<file path="src/rtl/branch_cmp_seq.sv">
// rtl/branch_cmp_seq.sv - multi-cycle MSB-first branch comparator
//
// Purpose: compares two N-bit operands D bits per cycle, MSB first, and
// returns less-than, equal and branch-taken flags for a RISC-V branch funct3.
// Signed compares bias both operands to offset binary by flipping bit N-1,
// so the scan itself is always unsigned.
//
// Ports:
//   clk, rstn          clock, asynchronous active-low reset
//   valid_i / ready_o  request handshake (a, b, funct3 sampled on accept)
//   valid_o / ready_i  result handshake (lt_o, eq_o, taken_o held in DONE)
//
// Configuration macro BRANCH_CMP_EARLY_EXIT_EN:
//   defined   - scan stops at the first differing chunk
//   undefined - first difference kept in a sticky register, fixed N/D latency
module branch_cmp_seq #(
   parameter int N = 32,
   parameter int D = 4
) (
   input  logic         clk,
   input  logic         rstn,
   input  logic         valid_i,
   output logic         ready_o,
   input  logic [N-1:0] a,
   input  logic [N-1:0] b,
   input  logic [2:0]   funct3,
   output logic         valid_o,
   input  logic         ready_i,
   output logic         lt_o,
   output logic         eq_o,
   output logic         taken_o
);

   localparam int NCH = N / D;
   localparam int KW  = (NCH > 1) ? $clog2(NCH) : 1;
   localparam logic [N-1:0] MSB_MASK = {1'b1, {(N-1){1'b0}}};

   typedef enum logic [1:0] {IDLE, SCAN, DONE} state_t;

   state_t         state_q, state_d;
   logic [N-1:0]   a_q, a_d, b_q, b_d;
   logic [2:0]     f3_q, f3_d;
   logic [KW-1:0]  k_q, k_d;
   logic           lt_q, lt_d, eq_q, eq_d, taken_q, taken_d;
`ifndef BRANCH_CMP_EARLY_EXIT_EN
   logic           diff_q, diff_d, slt_q, slt_d;
`endif

   // Operands are shifted left each SCAN cycle, so the current chunk is
   // always the top D bits; this avoids a wide chunk-select mux.
   logic [D-1:0]   chunk_a, chunk_b;
   logic           chunk_diff, chunk_lt, last, in_signed;
   logic           fin, lt_n, eq_n;

   assign chunk_a    = a_q[N-1 -: D];
   assign chunk_b    = b_q[N-1 -: D];
   assign chunk_diff = (chunk_a != chunk_b);
   assign chunk_lt   = (chunk_a < chunk_b);
   assign last       = (k_q == KW'(NCH - 1));
   assign in_signed  = (funct3 == 3'b100) || (funct3 == 3'b101);

   function automatic logic taken_f(input logic [2:0] f3, input logic lt, input logic eq);
      case (f3)
         3'b000:          taken_f = eq;
         3'b001:          taken_f = !eq;
         3'b100, 3'b110:  taken_f = lt;
         3'b101, 3'b111:  taken_f = !lt;
         default:         taken_f = 1'b0;
      endcase
   endfunction

   always_comb begin
      state_d = state_q;
      a_d     = a_q;
      b_d     = b_q;
      f3_d    = f3_q;
      k_d     = k_q;
      lt_d    = lt_q;
      eq_d    = eq_q;
      taken_d = taken_q;
      fin     = 1'b0;
      lt_n    = 1'b0;
      eq_n    = 1'b0;
`ifndef BRANCH_CMP_EARLY_EXIT_EN
      diff_d  = diff_q;
      slt_d   = slt_q;
`endif
      case (state_q)
         IDLE: begin
            if (valid_i) begin
               a_d     = in_signed ? (a ^ MSB_MASK) : a;
               b_d     = in_signed ? (b ^ MSB_MASK) : b;
               f3_d    = funct3;
               k_d     = '0;
               state_d = SCAN;
`ifndef BRANCH_CMP_EARLY_EXIT_EN
               diff_d  = 1'b0;
               slt_d   = 1'b0;
`endif
            end
         end
         SCAN: begin
            a_d = a_q << D;
            b_d = b_q << D;
            k_d = k_q + 1'b1;
`ifdef BRANCH_CMP_EARLY_EXIT_EN
            if (chunk_diff) begin
               fin  = 1'b1;
               lt_n = chunk_lt;
               eq_n = 1'b0;
            end else if (last) begin
               fin  = 1'b1;
               lt_n = 1'b0;
               eq_n = 1'b1;
            end
`else
            if (last) begin
               // chunk_lt is 0 when the final chunks match, so it is the
               // correct answer whenever no earlier difference was seen.
               fin  = 1'b1;
               lt_n = diff_q ? slt_q : chunk_lt;
               eq_n = !diff_q && !chunk_diff;
            end else if (!diff_q && chunk_diff) begin
               diff_d = 1'b1;
               slt_d  = chunk_lt;
            end
`endif
            if (fin) begin
               state_d = DONE;
               k_d     = '0;
               lt_d    = lt_n;
               eq_d    = eq_n;
               taken_d = taken_f(f3_q, lt_n, eq_n);
            end
         end
         DONE: begin
            if (ready_i) state_d = IDLE;
         end
         default: state_d = IDLE;
      endcase
   end

   always_ff @(posedge clk or negedge rstn) begin
      if (!rstn) begin
         state_q <= IDLE;
         a_q     <= '0;
         b_q     <= '0;
         f3_q    <= '0;
         k_q     <= '0;
         lt_q    <= 1'b0;
         eq_q    <= 1'b0;
         taken_q <= 1'b0;
`ifndef BRANCH_CMP_EARLY_EXIT_EN
         diff_q  <= 1'b0;
         slt_q   <= 1'b0;
`endif
      end else begin
         state_q <= state_d;
         a_q     <= a_d;
         b_q     <= b_d;
         f3_q    <= f3_d;
         k_q     <= k_d;
         lt_q    <= lt_d;
         eq_q    <= eq_d;
         taken_q <= taken_d;
`ifndef BRANCH_CMP_EARLY_EXIT_EN
         diff_q  <= diff_d;
         slt_q   <= slt_d;
`endif
      end
   end

   assign ready_o = (state_q == IDLE);
   assign valid_o = (state_q == DONE);
   assign lt_o    = lt_q;
   assign eq_o    = eq_q;
   assign taken_o = taken_q;

endmodule

</file>
<file path="config.mk">
export PLATFORM = sky130hd
export DESIGN_NAME = branch_cmp_seq
export DESIGN_NICKNAME = d
export VERILOG_FILES = /design/src/rtl/branch_cmp_seq.sv
export SDC_FILE = /design/constraint.sdc
export NUM_CORES = 1
export LEC_CHECK = 0
export BUFFER_PORTS_ARGS = -buffer_cell sky130_fd_sc_hd__buf_2
export CAP_MARGIN = 20
export CORE_MARGIN = 2
export CORE_UTILIZATION = 45
export CTS_BUF_LIST = sky130_fd_sc_hd__clkbuf_2 sky130_fd_sc_hd__clkbuf_4 sky130_fd_sc_hd__clkbuf_8
export DETAILED_ROUTE_END_ITERATION = 12
export PLACE_DENSITY = 0.65
export SLEW_MARGIN = 20
export SYNTH_ARGS = -nofsm -noshare
export SYNTH_HDL_FRONTEND = slang
export SYNTH_SLANG_ARGS = --single-unit
</file>
<file path="constraint.sdc">
create_clock -name clk -period 4.6 [get_ports clk]
set_input_delay 1.15 -clock clk [delete_from_list [all_inputs] [get_ports clk]]
set_output_delay 1.15 -clock clk [all_outputs]
set_load 0.01 [all_outputs]
</file>
==> flow_summary.ini <==
[outcome]
status = complete, no violations

[placed_design]
place_area_um2 = 3790
place.gp.congestion = 0.766
pre_cts_ws_ns = 1.96
dp_hpwl_mm = 4.78
portBuffers = 75
dp_cells = 509

[final_layout]
seqCellArea_um2 = 1930
fillers = 702
stdcell_area_um2 = 4010
area_delta_synth_final_pct = 19.0
layout_commonest_cell = nand2_1
drive_above_1_share_pct = 23.2
n_antenna_cell = 0
fin_nets = 498
finalNonFillerCells = 525
utilization_pct = 55.3
multi_input_area_um2 = 1310
mostFrequentLayoutCells = nand2_1 (96), dfrtp_1 (77), buf_2 (74), nor2_1 (41), a22oi_1 (39)

[cts]
cts_resized = 0
root_buffer = clkbuf_8
cts.sinks = 77
ctsHoldBuffers = 0
insertion_delay_ns = 0.34
cts_buffer_depth = 2
cts_tree = yes
clkSlewWorstSetupHoldPaths_ns = 0.08
cts_buffers = 9
cts_setup_buffers = 0
htreeDepth = 3

[grt]
antenna_found_initial = 0
overflow = 0
grt_start_max_net_pins = 78
grtUsageTotal_pct = 19.1
grt_pass1_wl_mm = 12.6
grt_pass1_vias = 2692

[timing]
whs_ns = 0.480
fin_crit_ns = 2.26
fin_tns_setup_ns = 0
fin_crit_sh_pct = 49.2
finClkSkew_ns = 0.00781
rsz0062_at_grt = false
layout_setup_ws_ns = 2.34
hold_viol = 0
setup_viol = 0
tightestPinTransition_ns = 1.08
max_freq_mhz = 442
relSlewSlack_pct = 28.2
slew_viol_final = 0

[logic_synthesis]
netlist_top_cells_area = dfrtp_1 (57%), nand2_1 (11%), a22oi_1 (8.7%)
ys_seq_elements = 77
synth_fp_nets = 430
ys.flop_type = dfrtp_1
syn_area_per_cell_um2 = 9.55
synth.distinct_cells = 36
syn-cell-area_um2 = 3370
synthArstFlopShare_pct = 100
synth_cells = 353
yosys.area.top_type_share_pct = 57.2
synth_edf_count = 0
synth_seq_area_share_pct = 57.2
yosys_warnings = 0
synth_top_area_cell = dfrtp_1

[setup_path]
worst_ep_required_time_ns = 4.88
r2r-start = state_q[1]$_DFFE_PN0P_
critPathLaunch = state_q[1]$_DFFE_PN0P_
worstSetupEndpoint = taken_o$_DFFE_PN0P_
arrival_ns = 2.54
timing.rr.end = taken_o$_DFFE_PN0P_
reg2regPathDepth = 4
cp_max_fo = 29
criticalPathCategory = reg -> reg
r2r_setup_slack_ns = 2.34
critPathCaptureType = flop
cp-start-kind = flop

[drt]
finalWirelength_mm = 7.23
wl_met1_mm = 3.36
drt_iter0_markers = 203
top_layer_used = met4
first_pass_iters = 4
ant_nets = 0
vias_per_cell = 5.19
dr_wl_met3_um = 347
wl_met2_mm = 3.38
drc_errors = 0
vias = 2724
routedWlPerCell_um = 13.8

[floorplan]
dieArea_um2 = 8200
start_util_pct = 46.5
rows = 31
core_um2 = 7250
die_w_um = 90.5
io_pins = 76
die_h_um = 90.5

[flow_run]
drv_cap = 0

[min_path]
hold_path_class = reg -> reg

[power_and_ir_drop]
p_total_mw = 2.71
power.leakage_nw = 2.00
power_density_nw_per_um2 = 676
ir_drop_mv = 0.274
-- Yosys cell counts, drive strengths merged, types with 2 or more instances --
master,instances
nor2b,2
clkbuf,9
inv,6
a22oi,39
o31ai,2
dfrtp,77
o22ai,18
xor2,2
nor2,42
nand2,97
ha,6
nand2b,2
a21oi,3
o21ai,19
buf,13
-- worst max-delay path, cell delays in order, from the launching register on --
cell and delay (ns):
dfrtp_1 0.41, and2b_1 0.92, nand2_2 0.24, or4_1 0.55, nand3_1 0.08
-- final cells by class --
class	instances	area share, %
tap	99	3.09
clock inverter	3	1.06
multi-input combinational	248	32.8
inverter	6	0.562
sequential	77	48.0
timing repair buffer	79	10.2
clock buffer	13	4.31
-- logic make-up (layout without fill, tap and decap cells) --
kind of cell	after synthesis	after routing	share of synthesized area, %
AOI/OAI and AO/OA	87	87	17.3
xor gates and xnor gates	3	3	0.780
adders and majority gates	6	6	2.23
buffers and inverters	28	101	3.86
DFF	77	77	57.2
and+or+nand+nor	152	152	18.7
-- per-layer routing --
layer,vias to the layer above,global-route usage (%)
li1,1345,-
met1,1294,26.5
met2,74,29.7
met3,11,3.42
met4,0,7.69
met5,-,0
-- power by group --
| group | internal [mW] | leakage (nW) | switching [mW] | total, mW |
|---|---|---|---|---|
| Combinational | 0.407 | 0.938 | 0.601 | 1.01 |
| Sequential | 0.992 | 0.957 | 0.169 | 1.16 |
| Clock | 0.301 | 0.109 | 0.239 | 0.540 |
| Total | 1.70 | 2.00 | 1.01 | 2.71 |
-- how the worst min path moves through the flow --
stage                              from                  end  slack, ns  depth (start not counted)
floorplan            a_q[5]$_DFFE_PN0P_   a_q[5]$_DFFE_PN0P_       0.45                          2
finish              b_q[14]$_DFFE_PN0P_  b_q[14]$_DFFE_PN0P_       0.48                          2
global placement       lt_o$_DFFE_PN0P_     lt_o$_DFFE_PN0P_       0.46                          2
CTS                 b_q[10]$_DFFE_PN0P_  b_q[10]$_DFFE_PN0P_       0.48                          2
global route        b_q[20]$_DFFE_PN0P_  b_q[20]$_DFFE_PN0P_       0.51                          2
detailed placement  b_q[16]$_DFFE_PN0P_  b_q[16]$_DFFE_PN0P_       0.46                          2
-- state kept, by name, indices dropped and copies added, names as in the netlist --
name     count
slt_q        1
state_q      2
f3_q         3
b_q         32
a_q         32
diff_q       1
lt_o         1
taken_o      1
eq_o         1
k_q          3
Note: power is estimated with default switching activity, not from simulation.
